### src/rtl/sensor_seq_ctrl_if.sv
// sensor_seq_ctrl_if: phase handshake between the sequencer and the bus engine
interface sensor_seq_ctrl_if #(parameter int IW = 2);
  logic [4:0]    o_phase;
  logic          o_cmd_start;
  logic [IW-1:0] o_cfg_idx;
  logic          i_phase_done;
  logic          i_nack;
  logic          i_conf_mismatch;
  modport master(output o_phase, o_cmd_start, o_cfg_idx, input i_phase_done, i_nack, i_conf_mismatch);
  modport slave(input o_phase, o_cmd_start, o_cfg_idx, output i_phase_done, i_nack, i_conf_mismatch);
endinterface

### src/rtl/sensor_seq_ctrl.sv
// sensor_seq_ctrl: address / configure-verify / read sequencer with retry limits and sticky fault
module sensor_seq_ctrl #(
  parameter int ACK_RETRIES = 10,
  parameter int CONF_RETRIES = 10,
  parameter int N_CONF = 4,
  localparam int CW = $clog2((ACK_RETRIES > CONF_RETRIES ? ACK_RETRIES : CONF_RETRIES) + 1),
  localparam int IW = N_CONF > 1 ? $clog2(N_CONF) : 1
) (
  input  logic                     i_clk,
  input  logic                     i_rst,
  input  logic                     i_start,
  input  logic                     i_abort,
  input  logic                     i_clear,
  sensor_seq_ctrl_if.master        bus,
  output logic                     o_sample_wr,
  output logic [1:0]               o_fault_code,
  output logic [3:0]               o_fault_phase,
  output logic [CW-1:0]            o_nack_cnt,
  output logic                     o_busy
);
  // one-hot encoding doubles as the registered o_phase value
  typedef enum logic [4:0] {
    IDLE      = 5'b00000,
    ADDR      = 5'b00001,
    CFG_WRITE = 5'b00010,
    CFG_READ  = 5'b00100,
    READING   = 5'b01000,
    FAULT     = 5'b10000
  } state_t;
  state_t state, state_n;
  logic [CW-1:0] conf_cnt, nack_n, conf_n, nack_inc, conf_inc;
  logic [IW-1:0] idx_n;
  logic [1:0] code_n;
  logic [3:0] fph_n;
  logic cmd_n, wr_n;
  assign nack_inc = o_nack_cnt + 1'b1;
  assign conf_inc = conf_cnt + 1'b1;
  assign bus.o_phase = state;
  assign o_busy = |state[3:0];
  always_ff @(posedge i_clk or posedge i_rst) begin
    if (i_rst) begin
      state <= IDLE;
      o_nack_cnt <= '0;
      conf_cnt <= '0;
      bus.o_cfg_idx <= '0;
      o_fault_code <= '0;
      o_fault_phase <= '0;
      bus.o_cmd_start <= 1'b0;
      o_sample_wr <= 1'b0;
    end else begin
      state <= state_n;
      o_nack_cnt <= nack_n;
      conf_cnt <= conf_n;
      bus.o_cfg_idx <= idx_n;
      o_fault_code <= code_n;
      o_fault_phase <= fph_n;
      bus.o_cmd_start <= cmd_n;
      o_sample_wr <= wr_n;
    end
  end
  always_comb begin
    state_n = state;
    nack_n = o_nack_cnt;
    conf_n = conf_cnt;
    idx_n = bus.o_cfg_idx;
    code_n = o_fault_code;
    fph_n = o_fault_phase;
    cmd_n = 1'b0;
    wr_n = 1'b0;
    if ((i_abort && state != IDLE) || (state == FAULT && i_clear) || (state == IDLE && i_start)) begin
      state_n = state == IDLE ? ADDR : IDLE;
      cmd_n = state == IDLE;
      nack_n = '0;
      conf_n = '0;
      idx_n = '0;
      code_n = '0;
      fph_n = '0;
    end else if (state != IDLE && state != FAULT && bus.i_phase_done) begin
      if (bus.i_nack) begin
        nack_n = nack_inc;
        if (nack_inc == CW'(ACK_RETRIES)) begin
          state_n = FAULT;
          code_n = state == READING ? 2'b11 : 2'b01;
          fph_n = state[3:0];
        end else
          cmd_n = 1'b1;
      end else begin
        nack_n = '0;
        cmd_n = 1'b1;
        case (state)
          ADDR:      state_n = CFG_WRITE;
          CFG_WRITE: state_n = CFG_READ;
          CFG_READ:
            if (bus.i_conf_mismatch) begin
              conf_n = conf_inc;
              if (conf_inc == CW'(CONF_RETRIES)) begin
                state_n = FAULT;
                code_n = 2'b10;
                fph_n = state[3:0];
                cmd_n = 1'b0;
              end else
                state_n = CFG_WRITE;
            end else begin
              conf_n = '0;
              state_n = bus.o_cfg_idx == IW'(N_CONF - 1) ? READING : CFG_WRITE;
              idx_n = bus.o_cfg_idx == IW'(N_CONF - 1) ? bus.o_cfg_idx : bus.o_cfg_idx + 1'b1;
            end
          default:   wr_n = 1'b1;
        endcase
      end
    end
  end
endmodule
### src/flat_wrapper.sv
// flat-port wrapper written by rule: the top's interface ports become plain ports
module sensor_seq_ctrl_flat 
#(
  parameter int ACK_RETRIES = 10,
  parameter int CONF_RETRIES = 10,
  parameter int N_CONF = 4,
  localparam int CW = $clog2((ACK_RETRIES > CONF_RETRIES ? ACK_RETRIES : CONF_RETRIES) + 1),
  localparam int IW = N_CONF > 1 ? $clog2(N_CONF) : 1
)
  (i_clk, i_rst, i_start, i_abort, i_clear, o_sample_wr, o_fault_code, o_fault_phase, o_nack_cnt, o_busy, bus_o_phase, bus_o_cmd_start, bus_o_cfg_idx, bus_i_phase_done, bus_i_nack, bus_i_conf_mismatch);
  sensor_seq_ctrl_if bus_i ();
  input  logic i_clk;
  input  logic i_rst;
  input  logic i_start;
  input  logic i_abort;
  input  logic i_clear;
  output logic o_sample_wr;
  output logic [1:0] o_fault_code;
  output logic [3:0] o_fault_phase;
  output logic [CW-1:0] o_nack_cnt;
  output logic o_busy;
  output wire logic [$bits(bus_i.o_phase)-1:0] bus_o_phase;
  output wire logic [$bits(bus_i.o_cmd_start)-1:0] bus_o_cmd_start;
  output wire logic [$bits(bus_i.o_cfg_idx)-1:0] bus_o_cfg_idx;
  input wire logic [$bits(bus_i.i_phase_done)-1:0] bus_i_phase_done;
  input wire logic [$bits(bus_i.i_nack)-1:0] bus_i_nack;
  input wire logic [$bits(bus_i.i_conf_mismatch)-1:0] bus_i_conf_mismatch;
  assign bus_o_phase = bus_i.o_phase;
  assign bus_o_cmd_start = bus_i.o_cmd_start;
  assign bus_o_cfg_idx = bus_i.o_cfg_idx;
  assign bus_i.i_phase_done = bus_i_phase_done;
  assign bus_i.i_nack = bus_i_nack;
  assign bus_i.i_conf_mismatch = bus_i_conf_mismatch;
  sensor_seq_ctrl #(.ACK_RETRIES(ACK_RETRIES), .CONF_RETRIES(CONF_RETRIES), .N_CONF(N_CONF)) u_core (.i_clk(i_clk), .i_rst(i_rst), .i_start(i_start), .i_abort(i_abort), .i_clear(i_clear), .bus(bus_i), .o_sample_wr(o_sample_wr), .o_fault_code(o_fault_code), .o_fault_phase(o_fault_phase), .o_nack_cnt(o_nack_cnt), .o_busy(o_busy));
endmodule
### config.mk
export PLATFORM = sky130hd
export DESIGN_NAME = sensor_seq_ctrl_flat
export DESIGN_NICKNAME = d
export VERILOG_FILES = /design/src/rtl/sensor_seq_ctrl_if.sv /design/src/rtl/sensor_seq_ctrl.sv /design/src/flat_wrapper.sv
export SDC_FILE = /design/constraint.sdc
export NUM_CORES = 1
export LEC_CHECK = 0
export ABC_AREA = 0
export ABC_CLOCK_PERIOD_IN_PS = 2300
export BUFFER_PORTS_ARGS = -buffer_cell sky130_fd_sc_hd__buf_2
export CAP_MARGIN = 20
export CORE_AREA = 2 2 63 65
export CTS_CLUSTER_DIAMETER = 120
export DETAILED_ROUTE_END_ITERATION = 8
export DIE_AREA = 0 0 65 67
export GPL_ROUTABILITY_DRIVEN = 0
export SETUP_SLACK_MARGIN = 0.5
export SKIP_CTS_REPAIR_TIMING = 1
export SLEW_MARGIN = 30
export SYNTH_ARGS = -nofsm -noshare
export SYNTH_HDL_FRONTEND = slang
export SYNTH_SLANG_ARGS = --single-unit
### constraint.sdc
create_clock -name i_clk -period 2.3 [get_ports i_clk]
set_input_delay 0.69 -clock i_clk [delete_from_list [all_inputs] [get_ports i_clk]]
set_output_delay 0.69 -clock i_clk [all_outputs]
set_load 0.01 [all_outputs]
==> impl_metrics.yaml <==
route:
  drt-vias-per-instance: 5.46
  detail_route.wl_per_cell_um: 15.6
  drt-total-wl_mm: 3.73
  met1_length_mm: 1.62
  firstDrtPassIters: 4
  drc_errors: 0
  dr_wl_met3_um: 163
  ant_nets: 0
  first_iter_violations: 56
  top_layer: "met4"
  wl_met2_mm: 1.87
  vias: 1310
yosys:
  synth_area_mm2: 0.00140
  avgSynthCellArea_um2: 9.29
  yosysSeqAreaShare: 0.410
  yosys.cell_types.count: 41
  synth_edf_count: 0
  async_flop_share: 1.00
  ys.flop_type: "dfrtp_1"
  ys_ff_latch: 23
  syn-instance-count: 151
  synthTopCellsByArea: "dfrtp_1 41%, mux2i_1 7.9%, ha_1 4.5%"
  yosys_warnings: 0
  synth_nets: 164
  netlist.area_leader.share: 0.410
  yosysTopAreaCell: "dfrtp_1"
worst_setup_path:
  cpPeakStageDelay_ns: 0.55
  path_depth: 5
  critPathCaptureType: "register"
  arrival_ns: 2.34
  crit_family: "simple AND/OR/NAND/NOR gates"
  r2r_cells: 5
  critPathSlowestCell: "or4_4"
  path_cells: "or4_4 -> buf_4 -> o32a_4 -> or3_1 -> mux2i_1"
  crit_buf_inv: 1
  cp_max_fo: 8
  worstSetupPathType: "register to register"
  crit_path_start_kind: "register"
  critPathRequiredTime_ns: 2.49
global_route:
  track_usage: 0.159
  overflow: 0
  antenna_found_initial: 0
  grt_pass1_wl_mm: 5.34
  grt_pass1_vias: 1162
  grt_max_degree: 24
die:
  io_pins: 28
  start_util: 0.389
  fp.dieW_um: 65
  fp-row-count: 22
  die_h_um: 67
  die_area_mm2: 0.00436
  core_region_area_mm2: 0.00361
clocking:
  clk_pin_slew_ns: 0.08
  cts_tree: "built"
  cts_buffers: 3
  clockBufferDepth: 2
  cts_sinks: 23
  clk_latency_ns: 0.26
  h-tree-depth: 1
  root_buffer: "clkbuf_8"
final_layout:
  diodes: 0
  multiInputGateArea_um2: 897
  fillers: 352
  area_delta_synth_final_pct: 37.2
  finalNetCount: 206
  drive_above_1_share: 0.422
  ff_latch_area_um2: 578
  finish.utilization: 0.534
timing:
  rsz0062_at_grt: "yes"
  period_share: 0.935
  drv_slew: 0
  final_hold_viol_count: 0
  relSlewSlack: 0.720
  finalCriticalPeriod_ns: 2.15
  finalClockSkew_ns: 0.00114
  fmax_ghz: 0.465
  setup_viol: 0
  fin_tns_setup_ns: 0
  worst_slew_pin_slew_ns: 0.421
place:
  io_buffers: 27
  hpwl_mm: 2.32
pwr:
  ir_worst_vdd_v: 0.000247
  p_leak_nw: 0.935
  power.total_w: 0.00131
  power_density_mw_per_mm2: 680
min_path:
  hp-class: "input pin to asynchronous set/reset pin"
flow_run:
  max_cap_viol_count: 0
run_status:
  outcome: "complete, no violations"
[synthesized netlist by cell type (2+ instances only)]
cell type / instances
nor4_1: 2
or3_1: 2
nand4_1: 2
o31ai_1: 2
inv_1: 6
xor2_1: 3
o21ai_0: 4
nand2_1: 16
mux2i_1: 11
buf_2: 3
nor3_1: 2
o21ai_1: 2
nor2b_1: 3
buf_6: 2
xnor2_1: 2
clkbuf_1: 4
nor3b_1: 2
nor2_1: 15
a21oi_1: 11
and2_1: 2
dfrtp_1: 23
and3_1: 2
nand3_1: 8
ha_1: 5
[worst reg2reg max path, delay by kind of cell, from the launching register on]
kind / cells / cell delay [ns]
AO/OA/AOI/OAI: 1 / 0.40
buffers and inverters: 1 / 0.17
flip-flops: 1 / 0.47
multiplexers: 1 / 0.15
AND/OR/NAND/NOR: 2 / 0.88
[per-layer routing]
metal / global-route usage / vias to the layer above
met5: 0 / -
met4: 0.0665 / 0
met3: 0.0270 / 9
met2: 0.264 / 38
met1: 0.205 / 645
li1: - / 618
[logic make-up (layout without fill, tap and decap cells)]
logic type                 after synthesis  after routing  synth area share
and+or+nand+nor                         63             63             0.233
DFF                                     23             23             0.410
adders and majority gates                5              5            0.0446
AOI/OAI and AO/OA                       29             29             0.149
muxes                                   11             11            0.0785
buffers and inverters                   15             56            0.0535
xor gates and xnor gates                 5              5            0.0312
[final timing paths]
check                                    endpoint  slack (ns)              startpoint
max                         u_core.bus.o_phase[2]        0.15   u_core.bus.o_phase[0]
min                            u_core.conf_cnt[0]        0.45                   i_rst
max reg2reg                 u_core.bus.o_phase[2]        0.15   u_core.bus.o_phase[0]
min reg2reg                u_core.o_fault_code[1]        0.54  u_core.o_fault_code[1]
max in group asynchronous   u_core.bus.o_phase[1]        1.59                   i_rst
min in group i_clk         u_core.o_fault_code[1]        0.54  u_core.o_fault_code[1]
[per-stage QoR]
step	hold slack [ns]	instances	area (um2)	setup WS, ns
floorplan	0.532	151	1420	0.291
global placement	0.515	221	1580	0.194
detailed placement	0.523	221	1580	0.128
CTS	0.460	225	1630	0.106
global route	0.478	240	1920	0.125
finish	0.453	240	1920	0.149
[power breakdown]
group	switching (W)	internal (W)
Combinational	0.000306	0.000293
Clock	0.000128	0.000124
Sequential	0.0000305	0.000428
[cell type report]
| type | count | area share |
|---|---|---|
| clock buffers | 4 | 0.0234 |
| inverters | 6 | 0.0117 |
| multi-input cells | 113 | 0.466 |
| repair buffers | 46 | 0.167 |
| flip-flops and latches | 23 | 0.300 |
| well taps | 48 | 0.0312 |
[state kept, by name, indices dropped and copies added, names as in the netlist]
signal / flops
u_core.o_sample_wr: 1
u_core.o_fault_code: 2
u_core.bus.o_phase: 5
u_core.o_nack_cnt: 4
u_core.bus.o_cfg_idx: 2
u_core.bus.o_cmd_start: 1
u_core.o_fault_phase: 4
u_core.conf_cnt: 4
[placed cells by master (no fill, tap or decap), drive strengths merged, types with 2 or more instances in the layout]
| cell | n |
|---|---|
| nor2b | 3 |
| inv | 6 |
| and3 | 2 |
| o21ai | 6 |
| xnor2 | 2 |
| o31ai | 2 |
| ha | 5 |
| and2 | 2 |
| mux2i | 11 |
| nor3b | 2 |
| a21oi | 11 |
| nand4 | 2 |
| nor3 | 2 |
| nand3 | 8 |
| dfrtp | 23 |
| xor2 | 3 |
| clkbuf | 5 |
| nor4 | 3 |
| or3 | 2 |
| nor2 | 15 |
| nand2 | 16 |
| buf | 45 |
Power figures use the tool's default switching activity.
